[src/rtl/clk_div_gen.sv]
// ---------------------------------------------------------------------------
// clk_div_gen
//
// Multi-channel programmable clock divider / enable generator. Each of the
// NCH channels produces a registered, glitch-free divided clock from clk.
// Each channel has its own run control and a shadowed divide ratio. A new
// ratio takes effect only on a period boundary, or one cycle after the write
// when the channel is parked.
//
// Waveform for a live ratio D (values below 2 are treated as 2):
//   the counter runs 0..D-1 and then wraps to 0,
//   clk_out is high while cnt < ceil(D/2) and low for the rest of the period.
//
// Run control:
//   - A parked channel sees en=1. On the next cycle clk_out=1, cnt=0 and
//     active=1.
//   - Dropping en never truncates a period. The channel finishes the current
//     period and parks at the wrap.
//   - If en returns before the wrap, the channel keeps running with no gap.
//
// Optional feature (macro CLK_DIV_TICK_EN):
//   When the macro is defined, the output tick[i] pulses for one cycle on the
//   first high cycle of every period. When it is undefined, the port and its
//   logic are absent.
//
// Parameters
//   NCH      number of independent channels (1..16)
//   DIV_W    width of each divide ratio
//   DEF_DIV  ratio loaded into every channel at reset (>= 2)
//
// Ports
//   clk       in   system clock; all logic runs on posedge
//   rst_n     in   asynchronous active-low reset
//   en        in   [NCH]        per-channel run request (level)
//   div_wr    in   [NCH]        per-channel write strobe for its div_in slice
//   div_in    in   [NCH*DIV_W]  channel i ratio at [i*DIV_W +: DIV_W]
//   clk_out   out  [NCH]        divided clocks (registered)
//   active    out  [NCH]        channel running or finishing its last period
//   upd_pend  out  [NCH]        shadow ratio written but not yet applied
//   tick      out  [NCH]        period-start strobe (CLK_DIV_TICK_EN only)
// ---------------------------------------------------------------------------
module clk_div_gen #(
    parameter int NCH     = 4,
    parameter int DIV_W   = 8,
    parameter int DEF_DIV = 2
) (
    input  logic                 clk,
    input  logic                 rst_n,
    input  logic [NCH-1:0]       en,
    input  logic [NCH-1:0]       div_wr,
    input  logic [NCH*DIV_W-1:0] div_in,
    output logic [NCH-1:0]       clk_out,
    output logic [NCH-1:0]       active,
    output logic [NCH-1:0]       upd_pend
`ifdef CLK_DIV_TICK_EN
    ,
    output logic [NCH-1:0]       tick
`endif
);

    localparam logic [DIV_W-1:0] ONE   = DIV_W'(1);
    localparam logic [DIV_W-1:0] TWO   = DIV_W'(2);
    localparam logic [DIV_W-1:0] DEF_R = (DEF_DIV < 2) ? TWO : DIV_W'(DEF_DIV);

    typedef enum logic [1:0] {
        ST_PARK = 2'd0,
        ST_RUN  = 2'd1,
        ST_STOP = 2'd2
    } ch_state_t;

    // Ratios of 0 and 1 cannot form a high and a low phase, so they are
    // promoted to 2.
    function automatic logic [DIV_W-1:0] sat_ratio(input logic [DIV_W-1:0] d);
        return (d < TWO) ? TWO : d;
    endfunction

    // ceil(d/2) = number of high cycles in a period of length d.
    function automatic logic [DIV_W-1:0] high_len(input logic [DIV_W-1:0] d);
        return (d >> 1) + {{(DIV_W-1){1'b0}}, d[0]};
    endfunction

    for (genvar i = 0; i < NCH; i++) begin : g_ch
        ch_state_t        state_q, state_d;
        logic [DIV_W-1:0] cnt_q,   cnt_d;
        logic [DIV_W-1:0] live_q,  live_d;
        logic [DIV_W-1:0] shad_q,  shad_d;
        logic             pend_q,  pend_d;
        logic             clk_q,   clk_d;
        logic             act_q,   act_d;
        logic [DIV_W-1:0] wr_val;
        logic             wrap;

        assign wr_val = sat_ratio(div_in[i*DIV_W +: DIV_W]);
        assign wrap   = (cnt_q == (live_q - ONE));

        always_comb begin
            state_d = state_q;
            cnt_d   = cnt_q;
            live_d  = live_q;
            shad_d  = shad_q;
            pend_d  = pend_q;

            case (state_q)
                ST_PARK: begin
                    cnt_d = '0;
                    // A parked channel has no period to protect. Any pending
                    // shadow is applied at once.
                    if (pend_q) begin
                        live_d = shad_q;
                        pend_d = 1'b0;
                    end
                    if (en[i]) begin
                        state_d = ST_RUN;
                        // A write that arrives together with the start is
                        // used directly, so the first period already has the
                        // new ratio.
                        if (div_wr[i]) begin
                            live_d = wr_val;
                            shad_d = wr_val;
                            pend_d = 1'b0;
                        end
                    end else if (div_wr[i]) begin
                        shad_d = wr_val;
                        pend_d = 1'b1;
                    end
                end

                ST_RUN, ST_STOP: begin
                    if (wrap) begin
                        cnt_d = '0;
                        if (pend_q) begin
                            live_d = shad_q;
                            pend_d = 1'b0;
                        end
                        // The period has finished. Park only if the request
                        // is still low at the boundary.
                        state_d = en[i] ? ST_RUN : ST_PARK;
                    end else begin
                        cnt_d   = cnt_q + ONE;
                        state_d = en[i] ? ST_RUN : ST_STOP;
                    end
                    // A write in the same cycle as a wrap lands in the
                    // shadow after the old shadow has been applied, so the
                    // update stays pending.
                    if (div_wr[i]) begin
                        shad_d = wr_val;
                        pend_d = 1'b1;
                    end
                end

                default: begin
                    state_d = ST_PARK;
                    cnt_d   = '0;
                end
            endcase

            // Outputs are computed from the next state so that they are
            // registered together with it.
            act_d = (state_d != ST_PARK);
            clk_d = act_d && (cnt_d < high_len(live_d));
        end

        always_ff @(posedge clk or negedge rst_n) begin
            if (!rst_n) begin
                state_q <= ST_PARK;
                cnt_q   <= '0;
                live_q  <= DEF_R;
                shad_q  <= DEF_R;
                pend_q  <= 1'b0;
                clk_q   <= 1'b0;
                act_q   <= 1'b0;
            end else begin
                state_q <= state_d;
                cnt_q   <= cnt_d;
                live_q  <= live_d;
                shad_q  <= shad_d;
                pend_q  <= pend_d;
                clk_q   <= clk_d;
                act_q   <= act_d;
            end
        end

        assign clk_out[i]  = clk_q;
        assign active[i]   = act_q;
        assign upd_pend[i] = pend_q;

`ifdef CLK_DIV_TICK_EN
        logic tick_q, tick_d;

        // Marks the first high cycle of every period, including the first
        // period after a start.
        assign tick_d = act_d && (cnt_d == '0);

        always_ff @(posedge clk or negedge rst_n) begin
            if (!rst_n) begin
                tick_q <= 1'b0;
            end else begin
                tick_q <= tick_d;
            end
        end

        assign tick[i] = tick_q;
`endif
    end

endmodule

[config.mk]
export PLATFORM = sky130hd
export DESIGN_NAME = clk_div_gen
export DESIGN_NICKNAME = d
export VERILOG_FILES = /design/src/rtl/clk_div_gen.sv
export SDC_FILE = /design/constraint.sdc
export NUM_CORES = 1
export LEC_CHECK = 0
export CAP_MARGIN = 15
export CELL_PAD_IN_SITES_DETAIL_PLACEMENT = 1
export CELL_PAD_IN_SITES_GLOBAL_PLACEMENT = 1
export CORE_MARGIN = 2
export CORE_UTILIZATION = 48
export CTS_BUF_LIST = sky130_fd_sc_hd__clkbuf_4
export DETAILED_ROUTE_END_ITERATION = 16
export PLACE_DENSITY_LB_ADDON = 0.1
export SLEW_MARGIN = 30
export SYNTH_ARGS = -nofsm -noshare
export SYNTH_HDL_FRONTEND = slang
export SYNTH_SLANG_ARGS = --single-unit
[constraint.sdc]
create_clock -name clk -period 5.36 [get_ports clk]
set_input_delay 1.072 -clock clk [delete_from_list [all_inputs] [get_ports clk]]
set_output_delay 1.072 -clock clk [all_outputs]
set_load 0.005 [all_outputs]
==> run metrics, run 1 <==
P&R area growth vs syn=10.06%; drt first pass iters=4; Reg2Reg Launch Point=g_ch[2].live_q[0]; mapped cell area=8356 µm²; Die Wd=135.9 µm; power share of the combinational group=0.583; # hold bufs at CTS=0; final instance area=9196 µm²; Total GRT Usage=0.2605; CP max FO=8; dpl cell area=8930 µm²; Hold Startpoint=g_ch[1].shad_q[1]; nets=1053; Final min period=4857 ps; period utilisation layout=0.9062; CTS buffer count=17; Mapped Avg Cell Area=8.908 µm²; Worst Max-Slew Pin Slew=908.6 ps; global-route wire length before repair=37970 µm; cell taking the most area after synthesis=dfrtp_1; IO Pins=54; synthesis-stage register bit count=116; post-CTS setup buffer count=0; TritonCTS Sinks=116; sequential power share=0.300; Internal Pwr Total=2.800 mW; clk_lat worst skew=570 ps; Distinct cells, synth=77; Synth area leaders=dfrtp_1, ha_1, xor2_1, nand2_1, o21ai_0; Slew Viols, Final=0; routed length per placed instance=19.19 µm; Critical Path AT=5340 ps; slowest cell on the critical path=a222oi_1; largest net degree at the start of global routing=67; die area=18480 µm²; Hold WC Path Type=reg -> reg; Clock Path Buffers=2; DRC=0; 1st-iter DRT viols=328; sequential area share after synthesis=0.3486; Final ANT Viol Nets=0; Worst Skew=22.57 ps; count leader, synth=dfrtp_1; CP Launch Point=g_ch[2].live_q[0]; Leak Pwr=3.997 nW; core box area=17180 µm²; initial antenna violation count=1; Clock transition at path regs=120 ps; Peak Freq=0.2059 GHz; CTS tree=done; VDD IR max=0.3085 mV; Clock Power Share=0.117; Synth Warn #=0; Core Rows=48; type of the worst setup path=reg -> reg; post_cts resized=0; sequential cell area=2913 µm²; Slew Limit Headroom=0.3942; pwr dens=593.7 nW/µm²; Synth Flop Type=dfrtp_1; most frequent CP cell=ha_1; DR vias=7209; Post-Synthesis Cells=938; Initial Util=0.4865; gr ovfl total=0; setup TNS=0 ps; outcome=complete, no violations; Async S/R FF share, synth=1.000; share of cells above drive strength 1=0.09979; Commonest cells post-synth=dfrtp_1, nand2_1, nor2_1; H-tree Lvls=4; max incr delay on CP=630 ps; Syn Nets=1032; gp weighted congestion=0.8290; vias in the first global route=7659; DRT Wirelength=22990 µm; Final setup viols=0; Hold Violations, Final=0; via density per instance=6.018; EDFF count, synth=0; Critical Path Start Type=register; Post-DP HPWL=17540 µm; Worst Path Required=5840 ps; Fill cells=2007; I/O Buffers=53; Die Ht=135.9 µm; crit-path cells=or3_4 -> or4_1 -> a222oi_1 -> and3_1 -> nor3b_2 -> a22oi_1 -> o21ai_0 -> ha_1 -> ha_1 -> nand4_1 -> xor2_1 -> ha_1 -> and4_1 -> a21oi_1 -> nand3_1 -> a31oi_1; top cell type's share of synthesized area=0.3235; switching part of the total=0.4872; clk root buf=clkbuf_4; RSZ-0062 raised after global routing=false; multi-input logic area=5012 µm²; Net Switching=2.660 mW; critical path endpoint category=register; maxcap violations=0
## cell type report
| class | instances | area share |
|---|---|---|
| Antenna cell | 1 | 0.0002721 |
| Sequential cell | 116 | 0.3167 |
| Tap cell | 225 | 0.03061 |
| Clock buffer | 20 | 0.01633 |
| Timing Repair Buffer | 58 | 0.06150 |
| Multi-Input combinational cell | 724 | 0.5450 |
| Inverter | 42 | 0.01714 |
| Clock inverter | 12 | 0.01238 |
## cells in the final DEF, fill, tap and decap left out, types with 5 or more instances in the layout
| cell | netlist | routed |
|---|---|---|
| a311oi_1 | 7 | 7 |
| o21bai_1 | 5 | 5 |
| nor3_1 | 12 | 12 |
| nand2b_1 | 17 | 17 |
| buf_4 | 13 | 6 |
| or2_2 | 8 | 8 |
| nor2b_1 | 6 | 6 |
| and2_1 | 6 | 6 |
| mux2i_1 | 26 | 26 |
| dfrtp_1 | 108 | 108 |
| xor2_1 | 43 | 43 |
| or3_1 | 6 | 6 |
| dfstp_2 | 8 | 8 |
| ha_1 | 52 | 52 |
| and3_1 | 11 | 11 |
| nor2_1 | 81 | 81 |
| nand3_1 | 32 | 32 |
| nand4_1 | 10 | 10 |
| o21ai_0 | 63 | 63 |
| a21o_1 | 8 | 8 |
| a31oi_1 | 9 | 9 |
| xnor2_1 | 36 | 36 |
| nor4_1 | 10 | 10 |
| clkinv_2 | 0 | 7 |
| o211ai_1 | 11 | 11 |
| clkdlybuf4s50_1 | 0 | 52 |
| nand2_1 | 93 | 93 |
| a22oi_1 | 8 | 8 |
| clkbuf_4 | 0 | 20 |
| inv_1 | 41 | 41 |
| mux2_2 | 28 | 28 |
| a21oi_1 | 46 | 46 |
| a211oi_1 | 15 | 15 |
## worst max-delay path: cells and delay by family, from the launching register on
family	cells	cell delay [ps]
and+or+nand+nor	7	2090
AOI/OAI and AO/OA	5	1260
adders and majority gates	3	800
DFF	1	450
xor gates and xnor gates	1	170
## worst paths after layout
path | to | slack [ps] | cells past startpoint
max reg2reg | g_ch[2].clk_q | 500 | 16
min in group asynchronous | g_ch[2].live_q[4] | 600 | 1
min | g_ch[1].shad_q[1] | 490 | 2
min reg2reg | g_ch[1].shad_q[1] | 490 | 2
max in group asynchronous | g_ch[2].state_q[1] | 3540 | 2
max | g_ch[2].clk_q | 500 | 16
## flip-flops by register name, summed over array words and instances, names as in the netlist
| signal | flops |
|---|---|
| g_ch.act_q | 4 |
| g_ch.clk_q | 4 |
| g_ch.cnt_q | 32 |
| g_ch.live_q | 32 |
| g_ch.pend_q | 4 |
| g_ch.shad_q | 32 |
| g_ch.state_q | 8 |
## per-stage QoR
| step | setup WS, ps | hold slack, ps | std cells | util | power (mW) |
|---|---|---|---|---|---|
| 2_1_floorplan | 1222 | 449.7 | 938 | - | 3.912 |
| 3_3_place_gp | 848.9 | 470.1 | 1165 | 0.5199 | 4.605 |
| 3_5_place_dp | 621.0 | 479.7 | 1165 | 0.5199 | 4.812 |
| 4_1_cts | 549.4 | 499.4 | 1197 | 0.5353 | 5.484 |
| 5_1_grt | 129.8 | 530.9 | 1198 | 0.5354 | 5.944 |
| 6_report | 502.6 | 493.1 | 1198 | 0.5354 | 5.460 |
## logic make-up (layout without fill, tap and decap cells)
| kind of cell | after synthesis | in the layout | synth area share |
|---|---|---|---|
| and+or+nand+nor | 313 | 313 | 0.1822 |
| DFF | 116 | 116 | 0.3486 |
| AOI/OAI and AO/OA | 226 | 226 | 0.1881 |
| xor gates and xnor gates | 79 | 79 | 0.08281 |
| adders and majority gates | 52 | 52 | 0.07787 |
| buffers and inverters | 98 | 132 | 0.05151 |
| other | 0 | 1 | 0 |
| muxes | 54 | 54 | 0.06888 |
## power by group through the flow
stage                     logic, mW  clock network, mW  registers (mW)
final                          3.19              0.638            1.64
after global routing           3.57              0.691            1.69
after CTS                      3.20              0.655            1.63
after detailed placement       3.17                  0            1.64
after global placement         2.98                  0            1.62
after floorplan                2.52                  0            1.39
## per-layer routing
layer  vias up  share of wire  track usage
li1       3418              -            -
met1      3656           0.45       0.3300
met2       100           0.51       0.4593
met3        35          0.021      0.03542
met4         0          0.017      0.08333
met5         -              0            0
Note: power is estimated with default switching activity, not from simulation.
==> inputs of run 2 (changes only) <==
--- a/config.mk
+++ b/config.mk
@@ -9,10 +9,11 @@
 export CELL_PAD_IN_SITES_DETAIL_PLACEMENT = 1
 export CELL_PAD_IN_SITES_GLOBAL_PLACEMENT = 1
 export CORE_MARGIN = 2
-export CORE_UTILIZATION = 48
+export CORE_UTILIZATION = 25
 export CTS_BUF_LIST = sky130_fd_sc_hd__clkbuf_4
 export DETAILED_ROUTE_END_ITERATION = 16
 export PLACE_DENSITY_LB_ADDON = 0.1
+export SKIP_LAST_GASP = 1
 export SLEW_MARGIN = 30
 export SYNTH_ARGS = -nofsm -noshare
 export SYNTH_HDL_FRONTEND = slang
==> constraint.sdc (replaced) <==
create_clock -name clk -period 5.7 [get_ports clk]
set_input_delay 1.14 -clock clk [delete_from_list [all_inputs] [get_ports clk]]
set_output_delay 1.14 -clock clk [all_outputs]
set_load 0.005 [all_outputs]
==> run metrics, run 2 (synthesis results as in run 1) <==
outcome=complete, no violations (unchanged); Worst Skew=22.11 ps (was 22.57 ps); gr ovfl total=0 (unchanged); H-tree Lvls=4 (unchanged); largest net degree at the start of global routing=83 (was 67); Final min period=4940 ps (was 4857 ps); Slew Limit Headroom=0.4337 (was 0.3942); type of the worst setup path=reg -> reg (unchanged); global-route wire length before repair=40830 µm (was 37970 µm); clk_lat worst skew=590 ps (was 570 ps); # hold bufs at CTS=0 (unchanged); maxcap violations=0 (unchanged); CP bufs+invs=0 (unchanged); WHS=489.7 ps (was 493.1 ps); Hold Violations, Final=0 (unchanged); post_cts resized=0 (unchanged); Die Ht=186.8 µm (was 135.9 µm); commonest non-fill, non-tap cell in the layout=dfrtp_1 (unchanged); die area=34900 µm² (was 18480 µm²); final instance area=9519 µm² (was 9196 µm²); routed length per placed instance=17.41 µm (was 19.19 µm); most frequent cells in the layout=dfrtp_1, nand2_1, nor2_1 (unchanged); IO Pins=54 (unchanged); total power draw=5.219 mW (was 5.460 mW); Total GRT Usage=0.1464 (was 0.2605); core box area=32700 µm² (was 17180 µm²); Critical Path Start Type=register (unchanged); period utilisation layout=0.8666 (was 0.9062); Initial Util=0.2555 (was 0.4865); setup TNS=0 ps (unchanged); clk root buf=clkbuf_4 (unchanged); Slew Viols, Final=0 (unchanged); family with the most delay on the worst path=simple AND/OR/NAND/NOR gates (unchanged); DRT Wirelength=24690 µm (was 22990 µm); RSZ-0062 raised after global routing=false (unchanged); DRC=0 (unchanged); Core Rows=66 (was 48); Layout Cells excl Fill=1418 (was 1198); dpl cell area=9228 µm² (was 8930 µm²); max incr delay on CP=610 ps (was 630 ps); Clock Path Buffers=2 (unchanged); Worst R2R Path Depth=16 (unchanged); Clock transition at path regs=120 ps (about the same); gp weighted congestion=0.7201 (was 0.8290); critical path endpoint category=register (unchanged); Worst Max-Slew Pin Slew=849.5 ps (was 908.6 ps); Fill cells=3852 (was 2007); Final setup viols=0 (unchanged); Die Wd=186.8 µm (was 135.9 µm); Critical Path AT=5450 ps (was 5340 ps); P&R area growth vs syn=13.93% (was 10.06%); nets=1056 (was 1053); post-CTS setup buffer count=0 (unchanged); CTS tree=done (unchanged); share of cells above drive strength 1=0.1005 (was 0.09979); crit-path cells=or3_4 -> or4_1 -> a222oi_1 -> and3_1 -> nor3b_2 -> a22oi_1 -> o21ai_0 -> ha_1 -> ha_1 -> nand4_1 -> xor2_1 -> ha_1 -> and4_1 -> a21oi_1 -> nand3_1 -> a31oi_1 (unchanged); vias in the first global route=7385 (was 7659); Leak Pwr=4.014 nW (was 3.997 nW); slowest cell on the critical path=a222oi_1 (unchanged); CP max FO=8 (unchanged); biggest regs=g_ch.cnt_q (32), g_ch.live_q (32), g_ch.shad_q (32) (unchanged); CTS buffer count=17 (unchanged); most frequent CP cell=ha_1 (unchanged); Worst Path Required=6210 ps (was 5840 ps); Post-DP HPWL=18360 µm (was 17540 µm); TritonCTS Sinks=116 (unchanged); Hold WC Path Type=reg -> reg (unchanged); drt first pass iters=4 (unchanged); CP Depth=16 (unchanged); VDD IR max=0.2918 mV (was 0.3085 mV); initial antenna violation count=1 (unchanged); DR vias=6918 (was 7209); pwr dens=548.3 nW/µm² (was 593.7 nW/µm²); Post-Place Cells=1385 (was 1165); via density per instance=4.879 (was 6.018); Final ANT Viol Nets=0 (unchanged); I/O Buffers=53 (unchanged); Peak Freq=0.2024 GHz (was 0.2059 GHz); hold path cells=2 (unchanged); 1st-iter DRT viols=251 (was 328)
[run 2: path summary, 6_finish.rpt]
check,slack [ps],startpoint,to
setup / recovery,760,g_ch[2].live_q[0],g_ch[2].clk_q
hold / removal,490,g_ch[3].shad_q[1],g_ch[3].shad_q[1]
setup reg to reg,760,g_ch[2].live_q[0],g_ch[2].clk_q
hold reg to reg,490,g_ch[3].shad_q[1],g_ch[3].shad_q[1]
max in group asynchronous,4010,rst_n,g_ch[0].shad_q[1]
min in group asynchronous,590,rst_n,g_ch[3].shad_q[3]
[run 2: stage by stage]
stage | setup slack [ps] | util
2_1_floorplan | 1562 | -
3_3_place_gp | 830.8 | 0.2822
3_5_place_dp | 765.5 | 0.2822
4_1_cts | 724.2 | 0.2909
5_1_grt | 240.9 | 0.2911
6_report | 760.5 | 0.2911
[run 2: cell type report]
type	instances	area, µm²	area share
diodes	1	2.502	0.0002629
clock buffers	19	142.6	0.01498
clock inverters	13	142.6	0.01498
inverters	42	157.7	0.01656
multi-input cells	724	5016	0.5269
flip-flops and latches	116	2913	0.3060
well taps	442	553.0	0.05810
repair buffers	61	591.8	0.06217
[run 2: per-layer routing]
| metal | part of all wire | wire length, µm | global-route usage | vias to the layer above |
|---|---|---|---|---|
| li1 | - | - | - | 3410 |
| met1 | 0.50 | 12410 | 0.2003 | 3406 |
| met2 | 0.46 | 11270 | 0.2338 | 83 |
| met3 | 0.027 | 655 | 0.03077 | 19 |
| met4 | 0.014 | 343 | 0.03938 | 0 |
| met5 | 0 | 0 | 0 | - |
[run 2: power breakdown]
part / leakage, nW / internal, mW / switching, mW
Sequential: 1.44 / 1.11 / 0.447
Clock: 0.148 / 0.305 / 0.366
Combinational: 2.43 / 1.28 / 1.72
Total: 4.01 / 2.69 / 2.53
[run 2: worst min-delay path, stage by stage, from the launching register on]
cell	delay, ps
dfstp_2	390
nand2_1	40
o21ai_0	60
==> inputs of run 3 (changes only) <==
--- a/config.mk
+++ b/config.mk
@@ -5,6 +5,7 @@
 export SDC_FILE = /design/constraint.sdc
 export NUM_CORES = 1
 export LEC_CHECK = 0
+export ABC_AREA = 0
 export CAP_MARGIN = 15
 export CELL_PAD_IN_SITES_DETAIL_PLACEMENT = 1
 export CELL_PAD_IN_SITES_GLOBAL_PLACEMENT = 1
==> results of run 3 <==
Final layout, timing and power as in run 2 (identical DEF).
